### src/rtl/control_sequencer_pkg.sv
// Shared encodings for the control sequencer: opcodes, state codes and
// the control-field code values driven onto the datapath.
package control_sequencer_pkg;

   localparam logic [3:0] OP_LOAD  = 4'h1;
   localparam logic [3:0] OP_STORE = 4'h2;
   localparam logic [3:0] OP_COPY  = 4'h3;
   localparam logic [3:0] OP_JUMP  = 4'h4;
   localparam logic [3:0] OP_ADD   = 4'h5;
   localparam logic [3:0] OP_SUB   = 4'h6;
   localparam logic [3:0] OP_MUL   = 4'h7;
   localparam logic [3:0] OP_DIV   = 4'h8;
   localparam logic [3:0] OP_CLR   = 4'h9;
   localparam logic [3:0] OP_INC   = 4'hA;
   localparam logic [3:0] OP_DEC   = 4'hB;
   localparam logic [3:0] OP_LOADK = 4'hC;
   localparam logic [3:0] OP_END   = 4'hF;

   // First execute state of each opcode carries the opcode in its low
   // nibble; the second execute state adds 8'h10. LED shows bits [5:0].
   typedef enum logic [7:0] {
      S_IDLE   = 8'h00,
      S_LOAD1  = 8'h01,
      S_STORE1 = 8'h02,
      S_COPY1  = 8'h03,
      S_JUMP   = 8'h04,
      S_ADD1   = 8'h05,
      S_SUB1   = 8'h06,
      S_MUL1   = 8'h07,
      S_DIV1   = 8'h08,
      S_CLR    = 8'h09,
      S_INC    = 8'h0A,
      S_DEC    = 8'h0B,
      S_LOADK  = 8'h0C,
      S_END    = 8'h0F,
      S_LOAD2  = 8'h11,
      S_STORE2 = 8'h12,
      S_COPY2  = 8'h13,
      S_ADD2   = 8'h15,
      S_SUB2   = 8'h16,
      S_MUL2   = 8'h17,
      S_DIV2   = 8'h18,
      S_FETCH1 = 8'h20,
      S_FETCH2 = 8'h21,
      S_TRAP   = 8'h30,
      S_DONE   = 8'h31
   } state_e;

   localparam logic [3:0] ALU_NONE  = 4'b0000;
   localparam logic [3:0] ALU_ADD   = 4'b0001;
   localparam logic [3:0] ALU_SUB   = 4'b0010;
   localparam logic [3:0] ALU_MUL   = 4'b0011;
   localparam logic [3:0] ALU_DIV   = 4'b0100;
   localparam logic [3:0] ALU_COPY  = 4'b0101;
   localparam logic [3:0] ALU_LOADK = 4'b0110;
   localparam logic [3:0] ALU_INC   = 4'b0111;
   localparam logic [3:0] ALU_DEC   = 4'b1000;
   localparam logic [3:0] ALU_CLR   = 4'b1001;

   localparam logic [1:0] IDC_NONE = 2'b00;
   localparam logic [1:0] IDC_INC  = 2'b01;
   localparam logic [1:0] IDC_DEC  = 2'b10;
   localparam logic [1:0] IDC_CLR  = 2'b11;

   localparam logic [1:0] MDR_NONE = 2'b00;
   localparam logic [1:0] MDR_LOAD = 2'b01;
   localparam logic [1:0] MDR_COPY = 2'b10;

   localparam logic [1:0] MAR_NONE  = 2'b00;
   localparam logic [1:0] MAR_SRC1  = 2'b01;
   localparam logic [1:0] MAR_LOAD2 = 2'b10;
   localparam logic [1:0] MAR_STOR2 = 2'b11;

   localparam logic [1:0] PC_NONE = 2'b00;
   localparam logic [1:0] PC_INC  = 2'b01;
   localparam logic [1:0] PC_JUMP = 2'b10;

   // Source select used by MUL/DIV operand staging.
   localparam logic [3:0] SEL_SRC_MULDIV = 4'b1011;

   function automatic state_e first_exec_state(input logic [3:0] op);
      case (op)
         OP_LOAD:  return S_LOAD1;
         OP_STORE: return S_STORE1;
         OP_COPY:  return S_COPY1;
         OP_JUMP:  return S_JUMP;
         OP_ADD:   return S_ADD1;
         OP_SUB:   return S_SUB1;
         OP_MUL:   return S_MUL1;
         OP_DIV:   return S_DIV1;
         OP_CLR:   return S_CLR;
         OP_INC:   return S_INC;
         OP_DEC:   return S_DEC;
         OP_LOADK: return S_LOADK;
         OP_END:   return S_END;
         default:  return S_TRAP;
      endcase
   endfunction

endpackage

### src/rtl/control_sequencer_wait_timer.sv
// Memory-wait timer: down-counter reloaded on entry to a wait state,
// expired when it reaches terminal count zero.
module wait_timer #(
   parameter int W = 8
) (
   input  logic         clock,
   input  logic         reset_n,
   input  logic         clear,
   input  logic         tick,
   input  logic [W-1:0] limit,
   output logic         expired
);

   logic [W-1:0] count;

   // Reload on clear, count down while waiting, stop at zero.
   always_ff @(posedge clock or negedge reset_n) begin
      if (!reset_n) begin
         count <= '0;
      end else if (clear) begin
         count <= limit;
      end else if (tick && (count != '0)) begin
         count <= count - W'(1);
      end
   end

   assign expired = (count == '0);

endmodule

### src/rtl/control_sequencer.sv
// Instruction sequencer: fetches a 16-bit instruction, steps through one
// or two execute states per opcode and drives datapath controls.
//
//  state          | meaning
//  ---------------+----------------------------------------------
//  IDLE           | stopped, waits for enable_processor
//  FETCH1         | load_instruction; drop to IDLE if disabled
//  FETCH2         | PC increment, IR latched, opcode dispatch
//  <op>1 / <op>2  | execute steps (LOAD2/STORE2 wait mem_ready,
//                 | MUL2/DIV2 optionally wait alu_done)
//  END            | one-cycle start_Tx pulse
//  DONE           | waits for tx_done, then IDLE
//  TRAP           | illegal opcode or memory timeout
module control_sequencer
   import control_sequencer_pkg::*;
#(
   parameter int SRC_W       = 4,
   parameter int DST_W       = 3,
   parameter int MULDIV_WAIT = 1,
   parameter int MEM_TIMEOUT = 255
) (
   input  logic             clock,
   input  logic             reset_n,
   input  logic             enable_processor,
   input  logic [15:0]      instruction,
   input  logic             mem_ready,
   input  logic             alu_done,
   input  logic             tx_done,
   output logic             load_instruction,
   output logic [3:0]       ALU_control,
   output logic [SRC_W-1:0] select_source,
   output logic [DST_W-1:0] select_destination,
   output logic [1:0]       IDC_control,
   output logic [1:0]       MDR_control,
   output logic [1:0]       MAR_control,
   output logic [1:0]       PC_control,
   output logic             write_DRAM,
   output logic             start_Tx,
   output logic             busy,
   output logic             illegal_op,
   output logic [5:0]       LED
);

   typedef struct packed {
      logic             load_instruction;
      logic [3:0]       alu;
      logic [SRC_W-1:0] src;
      logic [DST_W-1:0] dst;
      logic [1:0]       idc;
      logic [1:0]       mdr;
      logic [1:0]       mar;
      logic [1:0]       pc;
      logic             write_dram;
      logic             start_tx;
      logic             busy;
      logic             illegal_op;
   } ctrl_t;

   state_e           state, nxt_state;
   logic [SRC_W-1:0] ir_src, nxt_src;
   logic [DST_W-1:0] ir_dst, nxt_dst;
   ctrl_t            ctrl;
   logic             wait_clear, wait_tick, wait_expired;
   logic             unused_bits;

   // Moore decode of a state and the IR fields it operates on.
   function automatic ctrl_t decode(input state_e s,
                                    input logic [SRC_W-1:0] src,
                                    input logic [DST_W-1:0] dst);
      ctrl_t c;
      c = '0;
      case (s)
         S_FETCH1: c.load_instruction = 1'b1;
         S_FETCH2: c.pc = PC_INC;
         S_ADD1, S_SUB1, S_COPY1: c.src = src;
         S_ADD2:   c.alu = ALU_ADD;
         S_SUB2:   c.alu = ALU_SUB;
         S_MUL1, S_DIV1: c.src = SRC_W'(SEL_SRC_MULDIV);
         S_MUL2:   c.alu = ALU_MUL;
         S_DIV2:   c.alu = ALU_DIV;
         S_COPY2: begin
            // dst=1 routes through the ALU; dst=5 also loads the MDR.
            if (dst == DST_W'(1)) begin
               c.alu = ALU_COPY;
            end else begin
               c.dst = dst;
               if (dst == DST_W'(5)) c.mdr = MDR_COPY;
            end
         end
         S_LOADK:  c.alu = ALU_LOADK;
         S_JUMP:   c.pc = PC_JUMP;
         S_INC: if (src == SRC_W'(1)) c.alu = ALU_INC; else c.idc = IDC_INC;
         S_DEC: if (src == SRC_W'(1)) c.alu = ALU_DEC; else c.idc = IDC_DEC;
         S_CLR: if (src == SRC_W'(1)) c.alu = ALU_CLR; else c.idc = IDC_CLR;
         S_LOAD1: begin
            if (src == SRC_W'(1))      c.mar = MAR_SRC1;
            else if (src == SRC_W'(2)) c.mar = MAR_LOAD2;
         end
         S_STORE1: begin
            if (src == SRC_W'(1))      c.mar = MAR_SRC1;
            else if (src == SRC_W'(2)) c.mar = MAR_STOR2;
         end
         S_LOAD2:  c.mdr = MDR_LOAD;
         S_STORE2: c.write_dram = 1'b1;
         S_END:    c.start_tx = 1'b1;
         S_TRAP:   c.illegal_op = 1'b1;
         default:  ;
      endcase
      c.busy = !(s inside {S_IDLE, S_TRAP, S_DONE});
      return c;
   endfunction

   // Next-state and IR-capture logic.
   always_comb begin
      nxt_state = state;
      nxt_src   = ir_src;
      nxt_dst   = ir_dst;
      case (state)
         S_IDLE:   if (enable_processor) nxt_state = S_FETCH1;
         S_FETCH1: nxt_state = enable_processor ? S_FETCH2 : S_IDLE;
         S_FETCH2: begin
            nxt_src   = instruction[8 +: SRC_W];
            nxt_dst   = instruction[DST_W-1:0];
            nxt_state = first_exec_state(instruction[15:12]);
         end
         S_LOAD1:  nxt_state = S_LOAD2;
         S_STORE1: nxt_state = S_STORE2;
         S_COPY1:  nxt_state = S_COPY2;
         S_ADD1:   nxt_state = S_ADD2;
         S_SUB1:   nxt_state = S_SUB2;
         S_MUL1:   nxt_state = S_MUL2;
         S_DIV1:   nxt_state = S_DIV2;
         S_COPY2, S_ADD2, S_SUB2, S_JUMP, S_CLR, S_INC, S_DEC, S_LOADK:
            nxt_state = S_FETCH1;
         S_MUL2, S_DIV2:
            if ((MULDIV_WAIT == 0) || alu_done) nxt_state = S_FETCH1;
         S_LOAD2, S_STORE2: begin
            if (mem_ready)         nxt_state = S_FETCH1;
            else if (wait_expired) nxt_state = S_TRAP;
         end
         S_END:    nxt_state = S_DONE;
         S_DONE:   if (tx_done) nxt_state = S_IDLE;
         S_TRAP:   if (!enable_processor) nxt_state = S_IDLE;
         default:  nxt_state = S_IDLE;
      endcase
   end

   // State, IR and outputs registered together; outputs are decoded from
   // the next state so they always match the current state and IR.
   always_ff @(posedge clock or negedge reset_n) begin
      if (!reset_n) begin
         state  <= S_IDLE;
         ir_src <= '0;
         ir_dst <= '0;
         ctrl   <= '0;
      end else begin
         state  <= nxt_state;
         ir_src <= nxt_src;
         ir_dst <= nxt_dst;
         ctrl   <= decode(nxt_state, nxt_src, nxt_dst);
      end
   end

   // Timer reloads in LOAD1/STORE1 so it is fresh on the first wait cycle;
   // the limit counts the expiring cycle itself.
   assign wait_clear = (state == S_LOAD1) || (state == S_STORE1);
   assign wait_tick  = (state == S_LOAD2) || (state == S_STORE2);

   wait_timer #(.W(8)) u_wait_timer (
      .clock   (clock),
      .reset_n (reset_n),
      .clear   (wait_clear),
      .tick    (wait_tick),
      .limit   (8'(MEM_TIMEOUT - 1)),
      .expired (wait_expired)
   );

   assign load_instruction   = ctrl.load_instruction;
   assign ALU_control        = ctrl.alu;
   assign select_source      = ctrl.src;
   assign select_destination = ctrl.dst;
   assign IDC_control        = ctrl.idc;
   assign MDR_control        = ctrl.mdr;
   assign MAR_control        = ctrl.mar;
   assign PC_control         = ctrl.pc;
   assign write_DRAM         = ctrl.write_dram;
   assign start_Tx           = ctrl.start_tx;
   assign busy               = ctrl.busy;
   assign illegal_op         = ctrl.illegal_op;
   assign LED                = state[5:0];

   // Instruction bits outside the opcode/src/dst fields are don't-care.
   assign unused_bits = ^{instruction, state};

endmodule
### config.mk
export PLATFORM = sky130hd
export DESIGN_NAME = control_sequencer
export DESIGN_NICKNAME = d
export VERILOG_FILES = /design/src/rtl/control_sequencer_pkg.sv /design/src/rtl/control_sequencer_wait_timer.sv /design/src/rtl/control_sequencer.sv
export SDC_FILE = /design/constraint.sdc
export NUM_CORES = 1
export LEC_CHECK = 0
export CAP_MARGIN = 40
export CORE_MARGIN = 2
export CORE_UTILIZATION = 40
export CTS_CLUSTER_SIZE = 24
export DETAILED_ROUTE_END_ITERATION = 6
export PLACE_DENSITY = 0.74
export REMOVE_ABC_BUFFERS = 1
export SKIP_CTS_REPAIR_TIMING = 1
export SLEW_MARGIN = 0
export SYNTH_ARGS = -nofsm -noshare
export SYNTH_HDL_FRONTEND = slang
export SYNTH_SLANG_ARGS = --single-unit
### constraint.sdc
create_clock -name clock -period 2.9 [get_ports clock]
set_input_delay 0.58 -clock clock [delete_from_list [all_inputs] [get_ports clock]]
set_output_delay 0.58 -clock clock [all_outputs]
set_load 0.02 [all_outputs]
==> results.py <==
metrics = {
    "status": {
        "run_status": "completed",
    },
    "floorplan": {
        "core_area_um2": 6390,
        "placement_rows": 29,
        "initial_utilization": 0.415,
        "die_area_um2": 7290,
        "io_pins": 52,
        "dieWidth_um": 85.4,
        "die_h_um": 85.4,
    },
    "pwr": {
        "irDropWorstVdd_v": 0.000338,
        "internal_power_w": 0.00101,
        "net-switching-power_w": 0.000321,
        "power.density_nw_per_um2": 391,
        "p_clk_frac": 0.345,
        "sw_frac_of_total": 0.242,
        "combinationalPowerShare": 0.126,
        "static-leakage-power_nw": 1.49,
        "power.share.sequential": 0.529,
    },
    "flow_run": {
        "cap_viol_max_count": 0,
    },
    "logic_synthesis": {
        "post_synth_inst_count": 268,
        "cell_variety_after_synth": 69,
        "ys_async_sr_fraction": 1.00,
        "syn_area_per_cell_um2": 9.88,
        "yosys_most_used_dff": "sky130_fd_sc_hd__dfrtp_1",
        "mappedNetlistArea_um2": 2650,
        "synthDominantCellAreaShare": 0.444,
        "yosysSeqAreaShare": 0.444,
        "postSynthRegisterBits": 47,
        "synth.largest_area_cell": "sky130_fd_sc_hd__dfrtp_1",
        "yosysWarnings": 0,
        "count_of_flip_flops_with_a_built_in_enable_after_synthesis": 0,
        "synth_top_cells_by_area": "sky130_fd_sc_hd__dfrtp_1, sky130_fd_sc_hd__nor2_1, sky130_fd_sc_hd__nand2_1",
    },
    "finish": {
        "post_route_cells_drive_above_1_share": 0.166,
        "insertedDiodeCount": 0,
        "fin_util": 0.532,
        "areaGrowthSynthToFinish_pct": 28.4,
        "layout.cell_area.non_filler_um2": 3400,
        "fillers": 588,
        "fin_cells": 408,
        "most_frequent_standard_cell_in_the_layout_excluding_fill_and_tap_cells": "sky130_fd_sc_hd__dfrtp_1",
        "commonest_cells_after_routing_fill_and_taps_aside": "sky130_fd_sc_hd__dfrtp_1, sky130_fd_sc_hd__clkdlybuf4s50_1, sky130_fd_sc_hd__buf_4, sky130_fd_sc_hd__nor2_1, sky130_fd_sc_hd__nand2_1",
        "final_net_count": 356,
    },
    "setup_path": {
        "worstPathRequired_ns": 3.09,
        "worstPathArrival_ns": 2.86,
        "r2r_setup_slack_ns": 0.27,
        "path_cells": "clkdlybuf4s50_1, inv_1, ha_1, a21boi_0, a211oi_2, inv_2, o21a_2, o21a_1, o311ai_1",
        "timing.rr.start": "state[7]",
        "critical_path.endpoint_type": "register",
        "crit-reg2reg-capture": "load_instruction",
        "crit_fanout": 5,
        "timing.critical_path.slowest_cell_delay_ns": 0.51,
        "timing_worst_setup_path_type": "input port to register",
        "worst_r2r_path_depth": 7,
        "crit_slowest_cell": "sky130_fd_sc_hd__clkdlybuf4s50_1",
        "worstSetupStartpointType": "input port",
    },
    "routing": {
        "num_vias": 2292,
        "drtPass1Iterations": 4,
        "route.antenna.remaining_nets": 0,
        "drt_iter0_markers": 142,
        "drc": 0,
        "route.detailed.vias_per_inst": 5.62,
        "routed_wl_mm": 6.45,
        "post_drt_wl_per_cell_um": 15.8,
    },
    "timing": {
        "rsz0062_at_grt": "false",
        "max_clock_freq_ghz": 0.375,
        "timing.final.crit_period_ns": 2.66,
        "timing.final.hold_violations": 0,
        "hold-worst-slack_ns": 0.269,
        "tightest_slew_ns": 0.650,
        "final_min_period_over_clock_period": 0.919,
        "final-max-slew-violation-count": 0,
        "setup_violations": 0,
        "clock-skew-final_ns": 0.00247,
        "timing.max_slew.rel_slack": 0.563,
    },
    "clock_network": {
        "path_clk_slew_ns": 0.08,
        "ctsRootBufferMaster": "sky130_fd_sc_hd__clkbuf_8",
        "clock_sinks": 47,
        "maximum_buffer_depth_of_the_clock_tree": 2,
        "tritoncts.num_buffers": 5,
        "cts_tree": "done",
        "clk_latency_ns": 0.30,
        "number_of_levels_in_the_clock_h_tree": 2,
    },
    "placed_design": {
        "numPortBuffers": 46,
        "routabilityCongestion": 0.865,
        "place_inst": 401,
        "hpwl_after_dpl_mm": 4.89,
        "placed_cell_area_um2": 3290,
    },
    "grt": {
        "grt.overflow.total": 0,
        "grt_use_total": 0.188,
        "first_pass_grt_wire_length_mm": 11.0,
        "initial_antenna_violation_count": 0,
        "maximum_number_of_pins_on_one_net_before_global_route_repair": 27,
        "grt_pass1_vias": 2333,
    },
    "worst_hold_path": {
        "worstHoldPathType": "input port to asynchronous set/reset pin",
    },
}
==> flip-flops by register name, summed over array words and instances, names as in the netlist, 2 cells and up <==
name	cells
u_wait_timer.count	8
MDR_control	2
MAR_control	2
state	8
IDC_control	2
select_destination	3
ALU_control	4
PC_control	2
ir_dst	3
ir_src	4
select_source	4
==> Yosys cell counts, types with 2 or more instances <==
cell	instances
sky130_fd_sc_hd__mux2i_1	4
sky130_fd_sc_hd__nor4bb_1	2
sky130_fd_sc_hd__a21boi_0	2
sky130_fd_sc_hd__mux2_2	3
sky130_fd_sc_hd__o21ai_1	2
sky130_fd_sc_hd__nor4_1	6
sky130_fd_sc_hd__a211oi_2	2
sky130_fd_sc_hd__buf_4	6
sky130_fd_sc_hd__a21boi_1	2
sky130_fd_sc_hd__and3_1	4
sky130_fd_sc_hd__o211ai_1	4
sky130_fd_sc_hd__buf_2	5
sky130_fd_sc_hd__or4b_4	2
sky130_fd_sc_hd__a41oi_1	2
sky130_fd_sc_hd__inv_1	14
sky130_fd_sc_hd__nand2_1	16
sky130_fd_sc_hd__and2_1	2
sky130_fd_sc_hd__xnor2_1	5
sky130_fd_sc_hd__a311oi_1	2
sky130_fd_sc_hd__nor2b_1	3
sky130_fd_sc_hd__dfrtp_1	47
sky130_fd_sc_hd__a21oi_1	4
sky130_fd_sc_hd__nand3_1	10
sky130_fd_sc_hd__nand4_1	6
sky130_fd_sc_hd__inv_2	3
sky130_fd_sc_hd__xor2_1	3
sky130_fd_sc_hd__or4_1	4
sky130_fd_sc_hd__o31ai_1	4
sky130_fd_sc_hd__nor2_1	21
sky130_fd_sc_hd__clkbuf_1	6
sky130_fd_sc_hd__nand2b_1	4
sky130_fd_sc_hd__o2111ai_1	2
sky130_fd_sc_hd__o21ai_0	5
sky130_fd_sc_hd__a211oi_1	4
sky130_fd_sc_hd__ha_1	3
sky130_fd_sc_hd__o311ai_1	3
sky130_fd_sc_hd__nor3_1	11
sky130_fd_sc_hd__nor3b_1	8
sky130_fd_sc_hd__nor4b_1	2
==> power groups by stage <==
stage               logic (W)  registers (W)  clock network, W
floorplan           0.0000793       0.000716                 0
global placement     0.000162       0.000714                 0
detailed placement   0.000165       0.000715                 0
CTS                  0.000168       0.000703          0.000469
global route         0.000190       0.000706          0.000491
finish               0.000167       0.000702          0.000459
==> logic make-up after synthesis <==
kind of cell | share of synthesized area
buffers and inverters | 0.0756
AOI/OAI and AO/OA | 0.162
DFF | 0.444
muxes | 0.0279
other | 0.00142
adders and majority gates | 0.0142
xor gates and xnor gates | 0.0265
and+or+nand+nor | 0.249
==> area by class of cell <==
cell class	count	area [um2]	area share
Clock inverter	1	30.0	0.00884
Multi-Input combinational cell	184	1280	0.377
Tap cell	77	96.3	0.0284
Clock buffer	6	72.6	0.0214
Inverter	19	76.3	0.0225
Timing Repair Buffer	74	666	0.196
Sequential cell	47	1180	0.346
==> stage by stage <==
| step | TNS, ns | total power (W) | setup slack [ns] |
|---|---|---|---|
| floorplan | 0 | 0.000795 | 0.0445 |
| global placement | -0.287 | 0.000876 | -0.0686 |
| detailed placement | -0.491 | 0.000881 | -0.130 |
| CTS | 0 | 0.00134 | 0.169 |
| global route | 0 | 0.00139 | 0.0209 |
| finish | 0 | 0.00133 | 0.236 |
==> layer usage <==
metal  track usage  up-vias  part of all wire
li1              -     1104                 -
met1         0.241     1114              0.44
met2         0.314       64              0.50
met3        0.0379       10             0.045
met4        0.0707        0             0.013
met5             0        -                 0
==> worst max-delay path: cells and delay by family <==
kind | cells | cell delay [ns]
compound gates | 5 | 1.29
buf+inv | 3 | 0.68
fa+ha+maj | 1 | 0.30
==> how the worst max path moves through the flow <==
stage	from	endpoint	slack, ns	cells past startpoint
2_1_floorplan	instruction[12]	MAR_control[1]	0.04	8
3_3_place_gp	instruction[12]	select_source[2]	-0.07	10
3_5_place_dp	instruction[12]	select_source[2]	-0.13	10
4_1_cts	instruction[12]	select_source[2]	0.17	10
5_1_grt	instruction[12]	MAR_control[0]	0.02	10
6_report	instruction[12]	select_source[0]	0.24	9
(Power assumes the default switching activity.)
